**config.mk**
```make
export PLATFORM = sky130hd
export DESIGN_NAME = fetch_unit
export DESIGN_NICKNAME = d
export VERILOG_FILES = /design/src/rtl/fetch_unit.sv
export SDC_FILE = /design/constraint.sdc
export NUM_CORES = 1
export LEC_CHECK = 0
export ABC_AREA = 0
export BUFFER_PORTS_ARGS = -buffer_cell sky130_fd_sc_hd__buf_2
export CORE_MARGIN = 1.5
export CORE_UTILIZATION = 45
export CTS_CLUSTER_DIAMETER = 80
export DETAILED_ROUTE_END_ITERATION = 7
export MAX_ROUTING_LAYER = met4
export SYNTH_ARGS = -nofsm -noshare
export SYNTH_HDL_FRONTEND = slang
export SYNTH_SLANG_ARGS = --single-unit
```
**constraint.sdc**
```tcl
create_clock -name clk -period 5.44 [get_ports clk]
set_input_delay 0.272 -clock clk [delete_from_list [all_inputs] [get_ports clk]]
set_output_delay 0.272 -clock clk [all_outputs]
set_load 0.1 [all_outputs]
```
**src/rtl/fetch_unit.sv**
```systemverilog
`default_nettype none
// ============================================================================
// Module      : fetch_unit
// Description : Instruction fetch front end. Issues word-aligned requests to
//               instruction memory under a credit limit, collects in-order
//               responses into a DEPTH-entry queue presented to decode, and
//               discards in-flight responses after a redirect (DRAIN state).
//               Optional feature macro FETCH_STALL_CNT_EN adds a saturating
//               32-bit decode-starvation counter output (stall_count).
// Revision    : 1.0 - initial release
// ============================================================================
module fetch_unit #(
    parameter logic [31:0] RESET_PC = 32'h0000_0000,
    parameter int          DEPTH    = 4
) (
    input  logic        clk,
    input  logic        reset,
    output logic        imem_req,
    output logic [31:0] imem_addr,
    input  logic        imem_gnt,
    input  logic        imem_rvalid,
    input  logic [31:0] imem_rdata,
    input  logic        redirect,
    input  logic [31:0] redirect_pc,
    output logic        dec_valid,
    output logic [31:0] dec_instr,
    output logic [31:0] dec_pc,
    input  logic        dec_ready
`ifdef FETCH_STALL_CNT_EN
    ,
    output logic [31:0] stall_count
`endif
);

    // Counter widths: occupancy/outstanding counts reach DEPTH inclusive.
    localparam int c_CW = $clog2(DEPTH + 1);
    localparam int c_PW = (DEPTH > 1) ? $clog2(DEPTH) : 1;

    localparam logic [c_CW-1:0] c_CNT_ONE   = c_CW'(1);
    localparam logic [c_PW-1:0] c_PTR_ONE   = c_PW'(1);
    localparam logic [c_PW-1:0] c_PTR_LAST  = c_PW'(DEPTH - 1);
    localparam logic [c_CW:0]   c_DEPTH_EXT = (c_CW + 1)'(DEPTH);

    // Fetch control states.
    localparam logic [1:0] c_IDLE  = 2'd0;
    localparam logic [1:0] c_RUN   = 2'd1;
    localparam logic [1:0] c_DRAIN = 2'd2;

    logic [1:0]      r_state;
    logic [1:0]      w_state_next;
    logic [31:0]     r_pc;
    logic [c_CW-1:0] r_outstanding;
    logic [c_CW-1:0] w_out_next;
    logic [c_CW-1:0] r_drop;
    logic [c_CW-1:0] w_drop_next;
    logic [c_CW-1:0] r_count;
    logic [c_PW-1:0] r_wr_ptr;
    logic [c_PW-1:0] r_rd_ptr;
    logic [31:0]     r_q_instr [DEPTH];
    logic [31:0]     r_q_pc    [DEPTH];

    logic            w_grant;
    logic            w_resp;
    logic            w_push;
    logic            w_pop;
    logic [c_CW:0]   w_level;
    logic [31:0]     w_out_bytes;
    logic [31:0]     w_resp_pc;
    logic            w_unused_redirect_lsbs;

    // Redirect targets are always word aligned; the low bits carry no meaning.
    assign w_unused_redirect_lsbs = ^redirect_pc[1:0];

    // Circular pointer advance that also holds for non power-of-two depths.
    function automatic logic [c_PW-1:0] ptr_inc(input logic [c_PW-1:0] p);
        return (p == c_PTR_LAST) ? '0 : p + c_PTR_ONE;
    endfunction

    // Credit rule: queue entries plus in-flight requests never exceed DEPTH,
    // so every response that comes back in RUN always has a queue slot.
    assign w_level   = {1'b0, r_count} + {1'b0, r_outstanding};
    assign imem_req  = (r_state == c_RUN) && !redirect && (w_level < c_DEPTH_EXT);
    assign imem_addr = r_pc;
    assign w_grant   = imem_req && imem_gnt;

    // A response with nothing outstanding is a protocol violation and is ignored.
    assign w_resp = imem_rvalid && (r_outstanding != '0);
    assign w_push = w_resp && (r_state == c_RUN) && !redirect;
    assign w_pop  = dec_valid && dec_ready && !redirect;

    // Responses are in order and all outstanding requests belong to the
    // current sequential stream, so the oldest one sits outstanding*4 bytes
    // behind the fetch PC (modulo 2^32, matching the PC wrap).
    assign w_out_bytes = {{(30 - c_CW){1'b0}}, r_outstanding, 2'b00};
    assign w_resp_pc   = r_pc - w_out_bytes;

    // Outstanding-request bookkeeping for the next edge.
    always_comb begin
        w_out_next = r_outstanding;
        if (w_grant && !w_resp) begin
            w_out_next = r_outstanding + c_CNT_ONE;
        end else if (!w_grant && w_resp) begin
            w_out_next = r_outstanding - c_CNT_ONE;
        end
    end

    // Next-state and drop-count logic for the fetch controller.
    always_comb begin
        w_state_next = r_state;
        w_drop_next  = r_drop;
        case (r_state)
            c_IDLE: begin
                w_state_next = c_RUN;
            end
            c_RUN: begin
                if (redirect) begin
                    w_drop_next = w_out_next;
                    if (w_out_next != '0) begin
                        w_state_next = c_DRAIN;
                    end
                end
            end
            c_DRAIN: begin
                if (redirect) begin
                    w_drop_next = w_out_next;
                end else if (w_resp && (r_drop != '0)) begin
                    w_drop_next = r_drop - c_CNT_ONE;
                end
                if (!redirect && (w_drop_next == '0)) begin
                    w_state_next = c_RUN;
                end
            end
            default: begin
                w_state_next = c_IDLE;
                w_drop_next  = '0;
            end
        endcase
    end

    // Controller state, drop count and outstanding count registers.
    always_ff @(posedge clk) begin
        if (reset) begin
            r_state       <= c_IDLE;
            r_drop        <= '0;
            r_outstanding <= '0;
        end else begin
            r_state       <= w_state_next;
            r_drop        <= w_drop_next;
            r_outstanding <= w_out_next;
        end
    end

    // Fetch PC: redirect wins, otherwise advance by one word per grant.
    always_ff @(posedge clk) begin
        if (reset) begin
            r_pc <= {RESET_PC[31:2], 2'b00};
        end else if (redirect) begin
            r_pc <= {redirect_pc[31:2], 2'b00};
        end else if (w_grant) begin
            r_pc <= r_pc + 32'd4;
        end
    end

    // Queue pointers and occupancy; a redirect empties the queue at once.
    always_ff @(posedge clk) begin
        if (reset || redirect) begin
            r_count  <= '0;
            r_wr_ptr <= '0;
            r_rd_ptr <= '0;
        end else begin
            if (w_push) begin
                r_wr_ptr <= ptr_inc(r_wr_ptr);
            end
            if (w_pop) begin
                r_rd_ptr <= ptr_inc(r_rd_ptr);
            end
            case ({w_push, w_pop})
                2'b10:   r_count <= r_count + c_CNT_ONE;
                2'b01:   r_count <= r_count - c_CNT_ONE;
                default: r_count <= r_count;
            endcase
        end
    end

    // Queue storage; contents only matter while counted as valid.
    always_ff @(posedge clk) begin
        if (w_push) begin
            r_q_instr[r_wr_ptr] <= imem_rdata;
            r_q_pc[r_wr_ptr]    <= w_resp_pc;
        end
    end

    // Decode view of the queue head, forced to zero when empty.
    assign dec_valid = (r_count != '0);
    assign dec_instr = dec_valid ? r_q_instr[r_rd_ptr] : 32'h0;
    assign dec_pc    = dec_valid ? r_q_pc[r_rd_ptr]    : 32'h0;

`ifdef FETCH_STALL_CNT_EN
    logic [31:0] r_stall_count;

    // Count RUN cycles where decode wanted an instruction but none was ready.
    always_ff @(posedge clk) begin
        if (reset) begin
            r_stall_count <= '0;
        end else if ((r_state == c_RUN) && dec_ready && !dec_valid &&
                     (r_stall_count != 32'hFFFF_FFFF)) begin
            r_stall_count <= r_stall_count + 32'd1;
        end
    end

    assign stall_count = r_stall_count;
`endif

endmodule
`default_nettype wire

```
==> results of run 1 <==
cells in the mapped netlist, drive strengths merged (21+ instances only):
library cell / count / area share (%)
edfxtp: 248 / 56
and2: 68 / 3.2
mux4: 62 / 10
dfxtp: 47 / 7.1
clkbuf: 44 / 1.8
nor2: 39 / 1.1
nand2: 36 / 1.0
a21oi: 33 / 1.2
o21ai: 27 / 1.0
ha: 22 / 2.1
inv: 22 / 0.62
nor3: 22 / 0.83
buf: 21 / 0.93
xor2: 21 / 1.4
stage by stage:
step           instance area (um^2)  cells  utilization, %  total power, mW  worst slack, ps
6_report                      15900   1512            55.0             5.84             2080
5_1_grt                       15900   1512            55.0             6.07             1830
4_1_cts                       15900   1512            55.0             5.88             1960
3_5_place_dp                  14400   1405            49.6             3.69             2250
3_3_place_gp                  14400   1405            49.6             3.69             2320
2_1_floorplan                 13400    911               -             3.45             2030
placed cells by master, fill, tap and decap left out, types with 27 or more instances in the layout:
cell type	synthesis	routed
nand2_1	36	36
buf_2	12	161
dlygate4sd3_1	0	51
edfxtp_1	248	248
o21ai_0	27	27
nor2_1	38	38
mux4_2	62	62
dfxtp_1	47	45
and2_1	67	67
a21oi_1	33	33
clkbuf_16	0	31
kinds of logic (layout without fill, tap and decap cells):
logic type	after synthesis	after routing	synth area share (%)
fa+ha+maj	26	26	2.51
mux	67	67	10.9
compound gates	118	118	5.68
flops	295	295	62.9
buf+inv	88	305	3.59
simple gates	278	278	12.2
other cells	1	4	0.0281
xor+xnor	35	35	2.30
worst min-delay path by stage:
stage / endpoint / slack [ps] / cells past startpoint
global route: imem_addr[23] / 10 / 3
floorplan: r_q_instr[0][0] / 370 / 0
finish: imem_addr[18] / 20 / 3
detailed placement: register / 470 / 2
global placement: register / 460 / 2
CTS: imem_addr[18] / 0.1 / 3
cell type report:
cell class	instances	area share, %
inverter	22	0.519
clock inverter	21	1.57
tap	384	3.02
timing repair buffer	227	8.98
clock buffer	35	4.97
sequential	295	52.7
multi-input combinational	528	28.2
where the power goes:
group          internal, mW  switching [mW]
sequential             2.59          0.0830
clock                  1.32           0.838
combinational         0.324           0.682
flip-flops by register name, summed over array words and instances, names as in the netlist, named ones only:
register       flops
r_state            2
r_rd_ptr           2
r_q_instr        128
r_wr_ptr           2
r_q_pc           120
r_drop             3
r_outstanding      3
r_count            3
imem_addr         30
worst max-delay path, delay by kind of cell (launching register included):
| family | cells | cell delay, ps |
|---|---|---|
| AND/OR/NAND/NOR | 1 | 210 |
| flip-flops | 1 | 990 |
| buffers and inverters | 2 | 770 |
| multiplexers | 1 | 540 |
routing by layer:
layer | wire length, um | GRT usage (%) | vias up
li1 | - | - | 3878
met1 | 13300 | 27.9 | 4140
met2 | 13800 | 31.3 | 321
met3 | 2130 | 3.00 | 42
met4 | 520 | 4.74 | 0
met5 | 0 | - | -
==> impl_metrics.json, run 1 <==
{
  "cts_tree": "done",
  "async_flop_share_pct": 0,
  "wl_mm": 29.7,
  "drt-initial-drc-count": 765,
  "grt_usage_pct": 20.1,
  "clock_skew_ps": 13.2,
  "cts_resized": 0,
  "cts_hold_buf": 51,
  "pwr_density_cell_nw_per_um2": 367,
  "fp-row-count": 62,
  "grt_max_degree": 66,
  "fill_cells": 2355,
  "overflow": 0,
  "portBuffers": 161,
  "dpl.hpwl_mm": 18.7,
  "reg2reg_from": "r_state[1]",
  "synth_area_um2": 13300,
  "clock_path_buffers": 3,
  "synth_flop_cell": "edfxtp_1",
  "cts.sink_count": 295,
  "drc": 0,
  "cts_root_buf": "clkbuf_16",
  "arrival_ps": 3090,
  "criticalPathCategory": "register to primary output",
  "hold_class": "input port to register",
  "finalCritPeriodShare_pct": 61.8,
  "seqCellArea_um2": 8390,
  "final_hold_viol_count": 0,
  "synth_edf_count": 248,
  "run_status": "finished, final reports clean",
  "drive_gt1_share_pct": 27.7,
  "nets": 1199,
  "htree_levels": 1,
  "seq_area_frac_synth_pct": 62.9,
  "worstSetupEndpoint": "dec_pc[29]",
  "cp-end-kind": "primary output",
  "clk_latency_ps": 550,
  "reg2reg_to": "r_q_instr[0][14]",
  "grt_pass1_wl_mm": 46.7,
  "ys_ff_latch": 295,
  "io_pins": 168,
  "cts_made_buffers": 31,
  "relSlewSlack_pct": 35.0,
  "place_congestion": 0.851,
  "cts_setup_buffers": 0,
  "initial_core_util_pct": 46.1,
  "dieHeight_um": 175,
  "grt_pass1_vias": 8395,
  "path_clk_slew_ps": 60,
  "synth_warnings": 0,
  "area_delta_synth_final_pct": 19.3,
  "max_stage_delay_ps": 990,
  "synth_cell_types": 77,
  "min_from": "redirect_pc[18]",
  "avgViaCountPerCell": 5.54,
  "die_w_um": 175,
  "r2r_setup_slack_ps": 2280,
  "r2r_cells": 5,
  "slew_viol_final": 0,
  "worstSetupStartpointType": "register",
  "vdd_drop_max_uv": 236,
  "finalSetupViolations": 0,
  "vias": 8381,
  "syn_area_per_cell_um2": 14.7,
  "cap_violations": 0,
  "period_needed_ps": 3360,
  "dieArea_um2": 30700,
  "dr.pass1.iters": 5,
  "required_ps": 5170,
  "crit_slowest_cell": "dfxtp_4",
  "fin_hold_ws_ps": 17.4,
  "grt_setup_unrepaired": "no",
  "n_antenna_cell": 0,
  "ant_nets": 0,
  "tns_ps": 0,
  "p_leak_nw": 5.75,
  "wire_per_inst_um": 19.6,
  "worstMarginPinSlew_ps": 975,
  "multi_input_area_um2": 4490,
  "critical_path.max_fanout": 47,
  "grt_antenna_before_repair": 0,
  "cp_cell_sequence": "buf_4 -> mux4_2 -> and2_1 -> buf_2",
  "synth_cells": 908,
  "fmax_ghz": 0.298,
  "core-area_um2": 28900
}
Power figures use the tool's default switching activity.
==> run 2, diff against run 1 <==
PLACE_DENSITY = 0.67   (was not set)
clock period = 2.7 ns   (was 5.44 ns; I/O delays follow)
==> run 2 against run 1 <==
Effect of this change:
- final cell count is 2.3% higher
- sequential share of layout area is 1.2 points lower
- design area is 2.4% higher
- clock-buffer cell count is 2 lower
- non-clock buffer count is 35 higher
- clock skew is 3.0 ps lower
- sequential power is 100% higher
- critical path depth stayed put
- power is 98% higher
- first-iteration DRC count is 3.1% higher
- via count is 2.2% higher
- critical path type unchanged
==> impl_metrics.json, run 2 (same netlist as run 1, synthesis figures left out) <==
{
  "run_status": "finished, final reports clean",
  "wire_per_inst_um": 19.2,
  "cp_cell_sequence": "buf_12 -> mux4_2 -> and2_1 -> buf_2",
  "fmax_ghz": 0.389,
  "reg2reg_from": "r_outstanding[0]",
  "vdd_drop_max_uv": 584,
  "critical_path.max_fanout": 27,
  "hold_class": "input port to register",
  "pwr_density_cell_nw_per_um2": 707,
  "final_cell_mix": "248 x edfxtp_1, 161 x buf_2, 67 x and2_1",
  "r2r_setup_slack_ps": 190,
  "worstMarginPinSlew_ps": 811,
  "regMostFlops": "r_q_instr",
  "crit_slowest_cell": "mux4_2",
  "overflow": 0,
  "grt_antenna_before_repair": 0,
  "area_delta_synth_final_pct": 22.2,
  "reg2reg_to": "r_q_instr[3][19]",
  "dpl_cell_area_um2": 14700,
  "tns_ps": 0,
  "cap_violations": 0,
  "dr.pass1.iters": 5,
  "initial_core_util_pct": 46.1,
  "io_pins": 168,
  "largest_register_ffs": 128,
  "dieArea_um2": 30700,
  "place_congestion": 0.856,
  "n_antenna_cell": 0,
  "drt-initial-drc-count": 789,
  "grt_setup_unrepaired": "no",
  "drc": 0,
  "path_clk_slew_ps": 60,
  "cts_made_buffers": 31,
  "cts.sink_count": 295,
  "clock_skew_ps": 10.1,
  "hold_path_depth": 3,
  "grt_pass1_wl_mm": 46.3,
  "final_common_cell": "edfxtp_1",
  "period_needed_ps": 2570,
  "fp-row-count": 62,
  "fin_area_um2": 16300,
  "hold_end": "r_drop[1]",
  "criticalPathCategory": "register to primary output",
  "htree_levels": 1,
  "clk_latency_ps": 550,
  "worstSetupStartpointType": "register",
  "dpl.hpwl_mm": 19.4,
  "required_ps": 2570,
  "nets": 1234,
  "dieHeight_um": 175,
  "avgViaCountPerCell": 5.53,
  "portBuffers": 161,
  "die_w_um": 175,
  "fill_cells": 2324,
  "wl_mm": 29.7,
  "grt_pass1_vias": 8414,
  "finalCritPeriodShare_pct": 95.1,
  "grt_usage_pct": 19.9,
  "min_from": "redirect",
  "slew_viol_final": 0,
  "core-area_um2": 28900,
  "vias": 8562,
  "ant_nets": 0,
  "grt_max_degree": 65,
  "cts_tree": "done",
  "cts_root_buf": "clkbuf_16",
  "max_stage_delay_ps": 540,
  "drive_gt1_share_pct": 29.4,
  "r2r_cells": 6,
  "p_leak_nw": 5.92,
  "finalSetupViolations": 0,
  "cp-end-kind": "primary output",
  "relSlewSlack_pct": 45.9,
  "arrival_ps": 2430,
  "clock_path_buffers": 3,
  "final_hold_viol_count": 0
}
==> run 2: changes by cell type in the layout (fill, tap and decap cells not counted), moves of 2 or more <==
cell / delta
buf_12: +12
buf_4: +12
dlygate4sd3_1: +11
bufinv_16: -3
clkinv_1: +3
dfxtp_1: -3
dfxtp_2: +3
clkbuf_1: -2
clkinv_2: -2
==> run 2: repair_timing <==
action / in CTS / in global routing
setup endpoints to repair: 0 / 21
hold buffers: 62 / 0
gates resized for setup: 0 / 2
buffers inserted: 0 / 2
hold endpoints to repair: 159 / 0
==> run 2: worst max path at each step <==
stage	start	end	slack, ps	depth (start not counted)
2_1_floorplan	imem_addr[13]	r_q_pc[0][29]	9	6
3_3_place_gp	r_outstanding[2]	r_q_pc[1][26]	270	7
3_5_place_dp	r_outstanding[2]	r_q_pc[3][26]	160	7
4_1_cts	register	dec_pc[13]	100	4
5_1_grt	r_outstanding[1]	r_q_pc[0][13]	2	8
6_report	register	dec_pc[29]	130	4
==> run 2: report_power, final <==
| group | switching, mW | leakage [nW] | internal (mW) |
|---|---|---|---|
| Sequential | 0.137 | 2.64 | 5.22 |
| Combinational | 1.41 | 2.81 | 0.718 |
| Clock | 1.68 | 0.473 | 2.37 |
| Total | 3.22 | 5.92 | 8.31 |
==> run 2: through the flow <==
stage	std cells	hold slack, ps	power, mW	setup WS, ps	utilization, %
after floorplan	911	234	6.95	8.66	-
after global placement	1427	352	7.46	265	50.8
after detailed placement	1427	353	7.49	163	50.8
after CTS	1545	35.9	11.6	95.8	56.3
after global routing	1547	84.9	12.0	1.98	56.3
final	1547	83.2	11.5	132	56.3
==> run 2: critical path, delay by kind of cell, from the launching register on <==
kind                   cells  cell delay (ps)
flip-flops                 1              510
AND/OR/NAND/NOR            1              220
buffers and inverters      2              590
multiplexers               1              540
==> run 2: cell type report <==
class                   instances  area, um^2  share of cell area (%)
clock inverters                23         191                    1.17
clock buffers                  33         783                    4.80
well taps                     384         480                    2.95
multi-input cells             528        4500                    27.6
flip-flops and latches        295        8400                    51.5
repair buffers                262        1870                    11.5
inverters                      22        82.6                   0.506
==> run 2: layer usage <==
metal  up-vias  track usage [%]  wire (um)
met5         -                -          0
li1       3965                -          -
met2       315             31.9      14100
met4         0             5.24        622
met1      4238             26.4      13000
met3        44             3.31       1950
==> run 3, diff against run 2 <==
SETUP_SLACK_MARGIN = 0.2   (was not set)
==> run 3 against run 2 <==
Effect of this change:
- critical path depth unchanged
- die area unchanged
- final cell count up 0.58%
- first-iteration DRC count down 10%
- fmax up 7.4%
- power up 4.1%
- non-clock buffer count up 10
- critical path type unchanged
- critical endpoint is now dec_instr[6]
- clock skew up 10 ps
- core utilization up 0.93 points
- highest routed layer unchanged
- via count down 0.40%
- combinational power up 3%
==> impl_metrics.json, run 3 (same netlist as run 1, synthesis figures left out) <==
{
  "layout_setup_ws_ps": 309,
  "final_hold_viol_count": 0,
  "r2r_setup_slack_ps": 340,
  "path_clk_slew_ps": 70,
  "core-area_um2": 28900,
  "p_leak_nw": 6.03,
  "vias": 8528,
  "drc": 0,
  "hold_path_depth": 5,
  "clk_latency_ps": 550,
  "final_cell_mix": "248 x edfxtp_1, 157 x buf_2, 67 x and2_1",
  "slew_viol_final": 0,
  "fp-row-count": 62,
  "pwr_density_cell_nw_per_um2": 724,
  "clock_skew_ps": 20.2,
  "wl_mm": 29.9,
  "dpl.hpwl_mm": 19.2,
  "cts.sink_count": 295,
  "critical_path.max_fanout": 21,
  "dr.pass1.iters": 5,
  "fmax_ghz": 0.418,
  "overflow": 0,
  "htree_levels": 1,
  "fin_cells": 1556,
  "regMostFlops": "r_q_instr",
  "largest_register_ffs": 128,
  "relSlewSlack_pct": 51.5,
  "grt_usage_pct": 20.1,
  "dieHeight_um": 175,
  "finalSetupViolations": 0,
  "place_congestion": 0.896,
  "dieArea_um2": 30700,
  "nets": 1243,
  "grt_setup_unrepaired": "no",
  "tns_ps": 0,
  "cap_violations": 0,
  "cts_tree": "done",
  "n_antenna_cell": 0,
  "min_from": "redirect_pc[27]",
  "grt_max_degree": 65,
  "io_pins": 168,
  "grt_antenna_before_repair": 0,
  "drt-initial-drc-count": 710,
  "portBuffers": 161,
  "hold_end": "imem_addr[27]",
  "initial_core_util_pct": 46.1,
  "vdd_drop_max_uv": 593,
  "period_needed_ps": 2390,
  "cp-end-kind": "primary output",
  "dpl_cell_area_um2": 14700,
  "grt_pass1_wl_mm": 46.9,
  "drive_gt1_share_pct": 31.7,
  "arrival_ps": 2260,
  "fin_area_um2": 16600,
  "reg2reg_from": "r_outstanding[0]",
  "total_power_mw": 12.0,
  "r2r_cells": 7,
  "run_status": "finished, final reports clean",
  "avgViaCountPerCell": 5.48,
  "worstSetupStartpointType": "register",
  "grt_pass1_vias": 8630,
  "finalCritPeriodShare_pct": 88.6,
  "reg2reg_to": "r_state[1]",
  "area_delta_synth_final_pct": 24.2,
  "hold_class": "input port to register",
  "worstMarginPinSlew_ps": 726,
  "criticalPathCategory": "register to primary output",
  "wire_per_inst_um": 19.2,
  "post-place-ws_ps": 138,
  "cts_root_buf": "clkbuf_16",
  "die_w_um": 175,
  "clock_path_buffers": 3,
  "ant_nets": 0,
  "cts_made_buffers": 30,
  "dpl.cell_count": 1425,
  "final_common_cell": "edfxtp_1",
  "required_ps": 2570
}
run 3: routing by layer:
metal  vias up  part of all wire, %  wire [um]  GRT usage [%]
met2       285                   48      14500           33.2
li1       3970                    -          -              -
met5         -                    0          0              -
met4         0                  1.4        420           3.28
met3        38                  5.8       1740           3.09
met1      4235                   44      13300           26.7
run 3: timing repair:
item,in CTS,in global routing
pin swaps,1,1
endpoints found under the hold margin,165,0
setup endpoints to repair,79,200
setup buffers,3,8
gates cloned,0,1
gates resized for setup,5,16
hold buffers,64,0
run 3: area by class of cell:
type | instances | area [um^2]
timing repair buffer | 272 | 1980
tap | 384 | 480
fill | 2245 | 12400
clock inverter | 18 | 270
inverter | 22 | 82.6
sequential | 295 | 8420
multi-input combinational | 528 | 4550
clock buffer | 37 | 798
run 3: worst max-delay path by stage:
stage / to / slack, ps / depth (start not counted)
2_1_floorplan: imem_addr[23] / 200 / 7
3_3_place_gp: r_q_pc[0][31] / 260 / 8
3_5_place_dp: r_q_pc[0][24] / 140 / 7
4_1_cts: dec_pc[6] / 190 / 4
5_1_grt: r_state[0] / 210 / 7
6_report: dec_instr[6] / 310 / 4
run 3: critical path, stage by stage (launching register included):
cell,delay (ps)
dfxtp_4,460
buf_12,240
mux4_2,530
and2_1,180
buf_2,290
run 3: through the flow:
stage                     hold WS (ps)  utilization, %
after floorplan                    234               -
after global placement             350            50.7
after detailed placement           355            50.7
after CTS                         41.0            56.8
after global routing              80.4            57.3
final                             62.0            57.3
run 3: power by group:
part           total (mW)  internal [mW]  switching [mW]
registers            5.36           5.22           0.139
logic                2.19          0.766            1.43
clock network        4.44           2.76            1.68
total                12.0           8.75            3.25
